===== src/rtl/register_fifo_pkg.sv =====
// Shared definitions for the register-based skid FIFO: depth limit, count-width helper
// and the sticky error flag bundle.
package register_fifo_pkg;

   localparam int MAX_DEPTH = 64;

   function automatic int fifo_cnt_w(input int depth);
      return $clog2(depth + 1);
   endfunction

   typedef struct packed {
      logic overflow;
      logic underflow;
   } fifo_err_t;

endpackage


===== src/rtl/fifo_wrap_ptr.sv =====
// Circular pointer with increment enable that wraps by comparing against MODULUS-1,
// so MODULUS need not be a power of two.
module fifo_wrap_ptr #(
   parameter int MODULUS = 3,
   localparam int PW = (MODULUS > 1) ? $clog2(MODULUS) : 1
) (
   input  logic          clock,
   input  logic          reset_n,
   input  logic          inc,
   output logic [PW-1:0] ptr
);

   // Pointer register: clear on reset, advance with explicit wrap on inc
   always_ff @(posedge clock) begin
      if (!reset_n) begin
         ptr <= '0;
      end else if (inc) begin
         if (ptr == PW'(MODULUS - 1)) begin
            ptr <= '0;
         end else begin
            ptr <= ptr + PW'(1);
         end
      end
   end

endmodule


===== src/rtl/register_fifo_skid_n.sv =====
// Show-ahead register FIFO: dedicated head register refilled from a DEPTH-1 entry ring.
// Optional sticky overflow/underflow outputs are enabled by REGISTER_FIFO_SKID_ERR_EN.
module register_fifo_skid_n
   import register_fifo_pkg::*;
#(
   parameter int WIDTH = 32,
   parameter int DEPTH = 4,
   parameter int ALMOST_FULL_THRESH = DEPTH - 1,
   localparam int CW = fifo_cnt_w(DEPTH)
) (
   input  logic             clock,
   input  logic             reset_n,
   input  logic             wrreq,
   input  logic [WIDTH-1:0] data,
   output logic             full,
   output logic             almost_full,
   input  logic             rdreq,
   output logic             empty,
   output logic [WIDTH-1:0] q,
   output logic [CW-1:0]    usedw
`ifdef REGISTER_FIFO_SKID_ERR_EN
   ,
   output logic             overflow_err,
   output logic             underflow_err
`endif
);

   localparam int AD = DEPTH - 1;
   localparam int PW = (AD > 1) ? $clog2(AD) : 1;

   if (DEPTH < 2 || DEPTH > MAX_DEPTH) begin : g_bad_depth
      $error("register_fifo_skid_n: DEPTH out of range");
   end

   logic [WIDTH-1:0] mem [AD];
   logic [PW-1:0]    wr_ptr;
   logic [PW-1:0]    rd_ptr;
   logic             rd_ok;
   logic             wr_ok;
   logic             head_wr;
   logic             arr_wr;
   logic             head_load;
   logic [CW-1:0]    usedw_next;

   assign rd_ok      = rdreq && !empty;
   assign wr_ok      = wrreq && (!full || rd_ok);
   // The ring is bypassed whenever the write would otherwise become the head next cycle.
   assign head_wr    = wr_ok && (empty || (usedw == CW'(1) && rd_ok));
   assign arr_wr     = wr_ok && !head_wr;
   assign head_load  = rd_ok && (usedw >= CW'(2));
   assign usedw_next = usedw + CW'(wr_ok) - CW'(rd_ok);

   fifo_wrap_ptr #(.MODULUS(AD)) u_wr_ptr (
      .clock   (clock),
      .reset_n (reset_n),
      .inc     (arr_wr),
      .ptr     (wr_ptr)
   );

   fifo_wrap_ptr #(.MODULUS(AD)) u_rd_ptr (
      .clock   (clock),
      .reset_n (reset_n),
      .inc     (head_load),
      .ptr     (rd_ptr)
   );

   // Ring storage, intentionally not reset
   always_ff @(posedge clock) begin
      if (arr_wr) begin
         mem[wr_ptr] <= data;
      end
   end

   // Head register: direct write or refill from the ring (mutually exclusive)
   always_ff @(posedge clock) begin
      if (head_wr) begin
         q <= data;
      end else if (head_load) begin
         q <= mem[rd_ptr];
      end
   end

   // Occupancy and flags, all derived from the next occupancy
   always_ff @(posedge clock) begin
      if (!reset_n) begin
         usedw       <= '0;
         empty       <= 1'b1;
         full        <= 1'b0;
         almost_full <= 1'b0;
      end else begin
         usedw       <= usedw_next;
         empty       <= (usedw_next == CW'(0));
         full        <= (usedw_next == CW'(DEPTH));
         almost_full <= (usedw_next >= CW'(ALMOST_FULL_THRESH));
      end
   end

`ifdef REGISTER_FIFO_SKID_ERR_EN
   fifo_err_t err;
   logic      ovf_ev;
   logic      unf_ev;

   assign ovf_ev = wrreq && full && !rd_ok;
   assign unf_ev = rdreq && empty;

   // Sticky error flags, cleared only by reset
   always_ff @(posedge clock) begin
      if (!reset_n) begin
         err <= '0;
      end else begin
         err.overflow  <= err.overflow  | ovf_ev;
         err.underflow <= err.underflow | unf_ev;
      end
   end

   assign overflow_err  = err.overflow;
   assign underflow_err = err.underflow;

   register_fifo_err_checker u_chk (
      .clock   (clock),
      .reset_n (reset_n),
      .ovf_ev  (ovf_ev),
      .unf_ev  (unf_ev)
   );
`endif

endmodule

`ifdef REGISTER_FIFO_SKID_ERR_EN
// Flags each illegal request in simulation.
module register_fifo_err_checker (
   input logic clock,
   input logic reset_n,
   input logic ovf_ev,
   input logic unf_ev
);
   a_no_overflow:  assert property (@(posedge clock) disable iff (!reset_n) !ovf_ev);
   a_no_underflow: assert property (@(posedge clock) disable iff (!reset_n) !unf_ev);
endmodule
`endif


===== config.mk =====
export PLATFORM = sky130hd
export DESIGN_NAME = register_fifo_skid_n
export DESIGN_NICKNAME = d
export VERILOG_FILES = /design/src/rtl/register_fifo_pkg.sv /design/src/rtl/fifo_wrap_ptr.sv /design/src/rtl/register_fifo_skid_n.sv
export SDC_FILE = /design/constraint.sdc
export NUM_CORES = 1
export LEC_CHECK = 0
export CAP_MARGIN = 20
export CELL_PAD_IN_SITES_DETAIL_PLACEMENT = 0
export CELL_PAD_IN_SITES_GLOBAL_PLACEMENT = 1
export CORE_MARGIN = 2
export CORE_UTILIZATION = 45
export DETAILED_ROUTE_END_ITERATION = 10
export GPL_TIMING_DRIVEN = 0
export PLACE_DENSITY = 0.75
export REMOVE_ABC_BUFFERS = 1
export SYNTH_ARGS = -nofsm -noshare
export SYNTH_HDL_FRONTEND = slang
export SYNTH_SLANG_ARGS = --single-unit

===== constraint.sdc =====
create_clock -name clock -period 5.8 [get_ports clock]
set_clock_uncertainty 0.15 [all_clocks]
set_input_delay 1.16 -clock clock [delete_from_list [all_inputs] [get_ports clock]]
set_output_delay 1.16 -clock clock [all_outputs]
set_load 0.01 [all_outputs]

Word level (Yosys, flattened, before mapping)
Memories as Yosys holds them, arrays and structs flattened. A register that Yosys moved wholly into a read port is not among the register bits.
Index checks and enable logic that the tools add are counted.

operators by class
  multiplexer cells = 8
  order comparisons = 2
  reduce and logical (&&, ||, !) cells = 13
  equal/unequal tests = 4
  $add $sub $neg = 4

operators with widths
  kind                                                  count
  two-way mux 32 bit                                    2
  two-way mux 2 bit                                     4
  >= comparator 3 x 2 -> 1 bit (second input constant)  2
  logical AND 1 bit                                     6
  adder 2 x 1 -> 2 bit (second input constant)          2
  equality test 2 bit (second input constant)           2
  adder 3 x 1 -> 3 bit                                  1
  equality test 3 x 1 -> 1 bit (second input constant)  1
  equality test 3 bit (second input constant)           1
  logical NOT 1 bit                                     3
  logical NOT 3 bit                                     1
  subtractor 3 x 1 -> 3 bit                             1
  logical OR 1 bit                                      2
  two-way mux 1 bit                                     2
  nonzero test 2 bit                                    1

storage, ports and cells
  register bits after elaboration = 42
  word-level logic and storage cells = 39
  bits in writable memories = 96
  output and inout bits = 38
  memories kept = 1

memory list
  memory  words  width  read ports  clocked after memory_dff  wr ports  line                        text
  mem     3      32     1           1                         1         register_fifo_skid_n.sv:35  logic [WIDTH-1:0] mem [AD];

Logic depth before layout (Yosys ltp)
Gate-level depths: netlist of the first run.

  word-level depth = 9
  depth in mapped cells = 9
  mapped depth without buffers = 9

Cells and area by module
From an unflattened synthesis of the first run, not the netlist that was laid out.

second synthesis, totals
  cells, all modules = 326
  area, all modules = 5437.7 µm²

modules (own cells, without submodules)
  module                area each (µm²)  cells an instance  times used
  register_fifo_skid_n  5265.0           310                1
  fifo_wrap_ptr         86.3             8                  2

Worst setup path before layout of the first run
Ideal clock, no wire load.

  kind = input to register
  start = in rdreq
  end = mem mem[0][0], enable pin
  path slack = 960 ps
  setup time = 461 ps
  stages = 4
  buffers on the path = 1
  arrival = 4228 ps
  path through = and4bb_1 -> or4b_4 -> buf_6 -> nor3_1

on the way
  longest elaborated chain between the ends = 8

ends and longest elaborated chain
  item                                                   line                                                    text
  from (decl)                                            register_fifo_skid_n.sv:17                              input logic rdreq,
  logical AND 1 bit *                                    register_fifo_skid_n.sv:45                              assign rd_ok = rdreq && !empty;
  logical OR 1 bit or logical AND 1 bit (tied branches)  register_fifo_skid_n.sv:46, register_fifo_skid_n.sv:48
  logical AND 1 bit or logical OR 1 bit (tied branches)  register_fifo_skid_n.sv:46, register_fifo_skid_n.sv:48
  logical AND 1 bit                                      register_fifo_skid_n.sv:48                              assign head_wr = wr_ok && (empty || (usedw == CW'(1) && rd_ok));
  logical NOT 1 bit                                      register_fifo_skid_n.sv:49                              assign arr_wr = wr_ok && !head_wr;
  logical AND 1 bit *                                    register_fifo_skid_n.sv:49
  two-way mux 1 bit *                                    register_fifo_skid_n.sv:69                              if (arr_wr) begin
  two-way mux 1 bit (implied by the code) *              register_fifo_skid_n.sv:70                              mem[wr_ptr] <= data;
  to (decl)                                              register_fifo_skid_n.sv:35

Mark *: on every way between the ends. The rest lies on a longest branch, timed or not.

Worst setup path after layout of the first run
  start = in rdreq
  end = mem mem[1][3], enable pin

The elaborated chain is that of the path after synthesis.

==> parameters.txt, run 1 <==
Parameter                              Value

STA
  Setup repair after global routing missed its margin ... no
  Finish-stage setup viols ... 0
  Worst relative slew slack ... 42.1%
  Number of failing hold endpoints at the final stage ... 0
  Worst setup slack after layout ... 2.15 ns
  Final Critical Period ... 3.65 ns
  Final period util ... 62.9%
  Transition time of the tightest slew-check pin ... 0.868 ns
  Number of max-slew violations in the final report ... 0
  FMAX ... 274 MHz

Yosys
  Number of distinct library cell variants in the gate-level netlist after synthesis ... 27
  Share of the yosys chip area belonging to registers ... 75.2%
  Synth Area in Simple Gates ... 5.05%
  Top cells by instance count after synthesis ... sky130_fd_sc_hd__edfxtp_1 (128), sky130_fd_sc_hd__nand2_1 (40), sky130_fd_sc_hd__mux2i_1 (34)
  Share of synthesized cell area in full adder, half adder and majority cells ... 1.06%
  Number of synthesized flops with an enable pin ... 128
  Share of the synthesized area in compound gates (AO/OA/AOI/OAI) ... 3.64%
  Share of synthesized registers carrying an async set or reset ... 0%
  Post-Syn Instances ... 325
  Share of cell area taken by muxes after synthesis ... 12.9%
  Xor-xnor portion of the synthesized cell area ... 0.161%
  Area leader, netlist ... sky130_fd_sc_hd__edfxtp_1
  Cells taking the most area after synthesis ... sky130_fd_sc_hd__edfxtp_1 (71%), sky130_fd_sc_hd__mux2_2 (6.6%), sky130_fd_sc_hd__mux2i_1 (6.3%), sky130_fd_sc_hd__dfxtp_1 (4.4%), sky130_fd_sc_hd__o21ai_0 (3.0%)
  Dominant register cell in the synthesized netlist ... sky130_fd_sc_hd__edfxtp_1
  Most numerous cell in the Yosys netlist ... sky130_fd_sc_hd__edfxtp_1
  Synthesis warning total ... 0
  Netlist Area Pre-Place ... 5430 um2
  Synth Area per Inst ... 16.7 um2
  Fraction of post-synthesis cell area in the top cell type by area ... 70.8%
  Number of flip-flops and latches in the synthesized netlist ... 140
  Main combinational cell family by area after synthesis ... multiplexers

Floorplan
  Top-level port count ... 74
  Starting utilization of the core area ... 45.6%
  Std-Cell Core Area ... 11900 um2
  Die X ... 114 um
  Row cnt ... 40
  Die ar. ... 13000 um2
  Die Y-Extent ... 114 um

Setup path
  Crit end category ... register
  CP max-delay cell ... sky130_fd_sc_hd__nor3b_4
  Delay of the slowest cell on the worst path ... 0.68 ns
  Highest net fanout along the worst path ... 12
  Arrival time of data at the critical path endpoint ... 3.62 ns
  Most numerous cell on the critical path ... sky130_fd_sc_hd__buf_8
  Category of the worst setup path launch point ... input port
  CP bufs+invs ... 3
  Worst endpoint required time ... 5.77 ns
  Critical path, cell by cell ... clkdlybuf4s50_1 -> and4bb_1 -> or4b_4 -> nor3b_4 -> buf_8 -> buf_8
  Critical setup path kind ... input port to register
  Delay-heaviest family, CP ... simple AND/OR/NAND/NOR gates

Clocking
  Post CTS Setup Buffer Count ... 0
  Clock buffer depth ... 2
  Number of H-tree branching levels ... 4
  Clock-pin slew of the registers on the worst-case setup and hold paths ... 0.05 ns
  Number of resized instances in the post-cts repair step ... 0
  Clk sink count ... 140
  Clock Latency Late Sink ... 0.41 ns
  Number of buffers created by CTS ... 17
  Number of buffers inserted for hold repair after clock tree synthesis ... 0
  CTS tree ... done
  Library cell used as clock root buffer ... sky130_fd_sc_hd__clkbuf_16

Route
  First-pass DRT Iterations ... 4
  Wire length per cell ... 16.8 um
  Drt initial violations ... 147
  Routed Wire Length ... 9.62 mm
  Overall via count from detail_route ... 2961
  DRC Markers ... 0
  Post-route ant nets ... 0
  Average vias per placed instance ... 5.17

Placement
  Final RePlAce weighted congestion ... 0.698
  Port Buf Inserts ... 73
  Worst slack at placement ... 1.68 ns
  Detail Placement HPWL ... 5.93 mm
  Cell area after placement ... 6490 um2

Cells and area
  Final Net Count ... 453
  Filler cell count in the final layout ... 907
  Core occupancy in the finished layout ... 59.6%
  Area of all placed cells without fillers ... 7100 um2
  Area growth syn-to-layout ... 30.8%
  Antenna Diode Count ... 0
  Fraction of final layout cells sized beyond drive strength 1 ... 18.8%

GRT
  Initial antenna violation count ... 0
  Met2 layer usage reported by global route ... 24.2%
  Number of global-route vias before repair ... 2839
  Grt ovf ... 0
  Met1 usage in global routing ... 20.2%
  Wire length of the first global-routing pass ... 15.0 mm
  All-Layer GR Usage ... 15.7%
  Most crowded layer after global routing ... met2
  Largest net degree at the start of global routing ... 35
  Met3 Usage GRT ... 5.21%

Power and ir drop
  Power density cells ... 474 nW/um2
  Leakage power summed over all cells ... 2.34 nW
  Max IR drop VDD ... 0.000238 V

Outcome
  Outcome ... finished clean

Flow run
  Count of max-cap constraint violations ... 0

Worst hold path
  Classification of the worst-slack hold path ... register to register
[cell usage in the layout, fill, tap and decap left out, types with 2 or more instances in the layout]
cell | synthesis | final
sky130_fd_sc_hd__a21oi_1 | 2 | 2
sky130_fd_sc_hd__and2_1 | 2 | 2
sky130_fd_sc_hd__buf_16 | 0 | 3
sky130_fd_sc_hd__buf_6 | 1 | 3
sky130_fd_sc_hd__buf_8 | 0 | 4
sky130_fd_sc_hd__bufinv_16 | 0 | 4
sky130_fd_sc_hd__clkbuf_16 | 0 | 17
sky130_fd_sc_hd__clkdlybuf4s50_1 | 0 | 73
sky130_fd_sc_hd__clkinv_1 | 0 | 4
sky130_fd_sc_hd__clkinv_2 | 0 | 4
sky130_fd_sc_hd__clkinvlp_4 | 0 | 2
sky130_fd_sc_hd__dfxtp_1 | 12 | 10
sky130_fd_sc_hd__dfxtp_2 | 0 | 2
sky130_fd_sc_hd__edfxtp_1 | 128 | 128
sky130_fd_sc_hd__ha_1 | 3 | 3
sky130_fd_sc_hd__inv_1 | 7 | 7
sky130_fd_sc_hd__mux2_2 | 32 | 32
sky130_fd_sc_hd__mux2i_1 | 34 | 34
sky130_fd_sc_hd__nand2_1 | 40 | 39
sky130_fd_sc_hd__nor2b_1 | 2 | 2
sky130_fd_sc_hd__nor3b_4 | 0 | 2
sky130_fd_sc_hd__o21ai_0 | 33 | 33
sky130_fd_sc_hd__or3_1 | 2 | 2
[final cells by class]
type	instances	area, um2	area share (%)
flip-flops and latches	140	4090	57.6
inverters	7	26.3	0.370
clock inverters	15	179	2.52
well taps	147	184	2.59
multi-input cells	163	1270	17.9
repair buffers	84	927	13.1
clock buffers	17	425	5.99
[through the flow]
stage                     hold WS (ns)  cells  total power, mW  TNS [ns]
after floorplan                  0.294    310             1.87         0
after global placement           0.311    530             2.24    -52.42
after global routing             0.357    573             3.53         0
after detailed placement         0.323    541             2.31         0
final                            0.332    573             3.36         0
after CTS                        0.335    573             3.41         0
[worst min-delay path, delay by kind of cell (launching register included)]
kind             cells  cell delay [ns]
AO/OA/AOI/OAI        1             0.07
flip-flops           1             0.31
AND/OR/NAND/NOR      1             0.06
[layer usage]
| layer | up-vias | share of wire, % |
|---|---|---|
| met5 | - | 0 |
| met1 | 1465 | 45 |
| li1 | 1405 | - |
| met4 | 0 | 2.0 |
| met3 | 18 | 5.1 |
| met2 | 73 | 48 |
[path summary, 6_finish.rpt]
kind,endpoint,startpoint,depth (start not counted),slack [ns]
max,mem[1][3],rdreq,6,2.15
min,register,u_rd_ptr.ptr[0],2,0.33
max reg2reg,mem[1][3],usedw[1],5,3.02
min reg2reg,register,u_rd_ptr.ptr[0],2,0.33
[registers in the layout, summed over array words and instances (netlist names), named ones only]
name and flops:
empty 1, almost_full 1, u_wr_ptr.ptr 2, mem 96
u_rd_ptr.ptr 2, usedw 3, q 32, full 1
[power by group]
group / leakage [nW] / internal, mW / switching (mW)
Sequential: 1.28 / 1.36 / 0.0764
Combinational: 0.767 / 0.454 / 0.390
Clock: 0.292 / 0.709 / 0.379
Total: 2.34 / 2.52 / 0.846
[logic make-up (layout without fill, tap and decap cells)]
logic type,count (synthesis),in the layout
DFF,140,140
muxes,66,66
and+or+nand+nor,55,55
AOI/OAI and AO/OA,37,37
buffers and inverters,22,123
adders and majority gates,4,4
xor gates and xnor gates,1,1
(Power assumes the default switching activity.)
==> run 2, diff against run 1 <==
==> constraint.sdc (replaced) <==
create_clock -name clock -period 3.6 [get_ports clock]
set_clock_uncertainty 0.15 [all_clocks]
set_input_delay 0.72 -clock clock [delete_from_list [all_inputs] [get_ports clock]]
set_output_delay 0.72 -clock clock [all_outputs]
set_load 0.01 [all_outputs]
==> results of run 2 <==
Same layout as run 1 (identical final DEF). Status: finished clean.
Among the figures that moved: setup slack after placement 1.68 ns -> -0.0803 ns; setup slack after layout 2.15 ns -> 0.391 ns; register-to-register setup slack 3.02 ns -> 0.82 ns; total power 3.36 mW -> 5.42 mW; worst IR drop on VDD 0.000238 V -> 0.000383 V
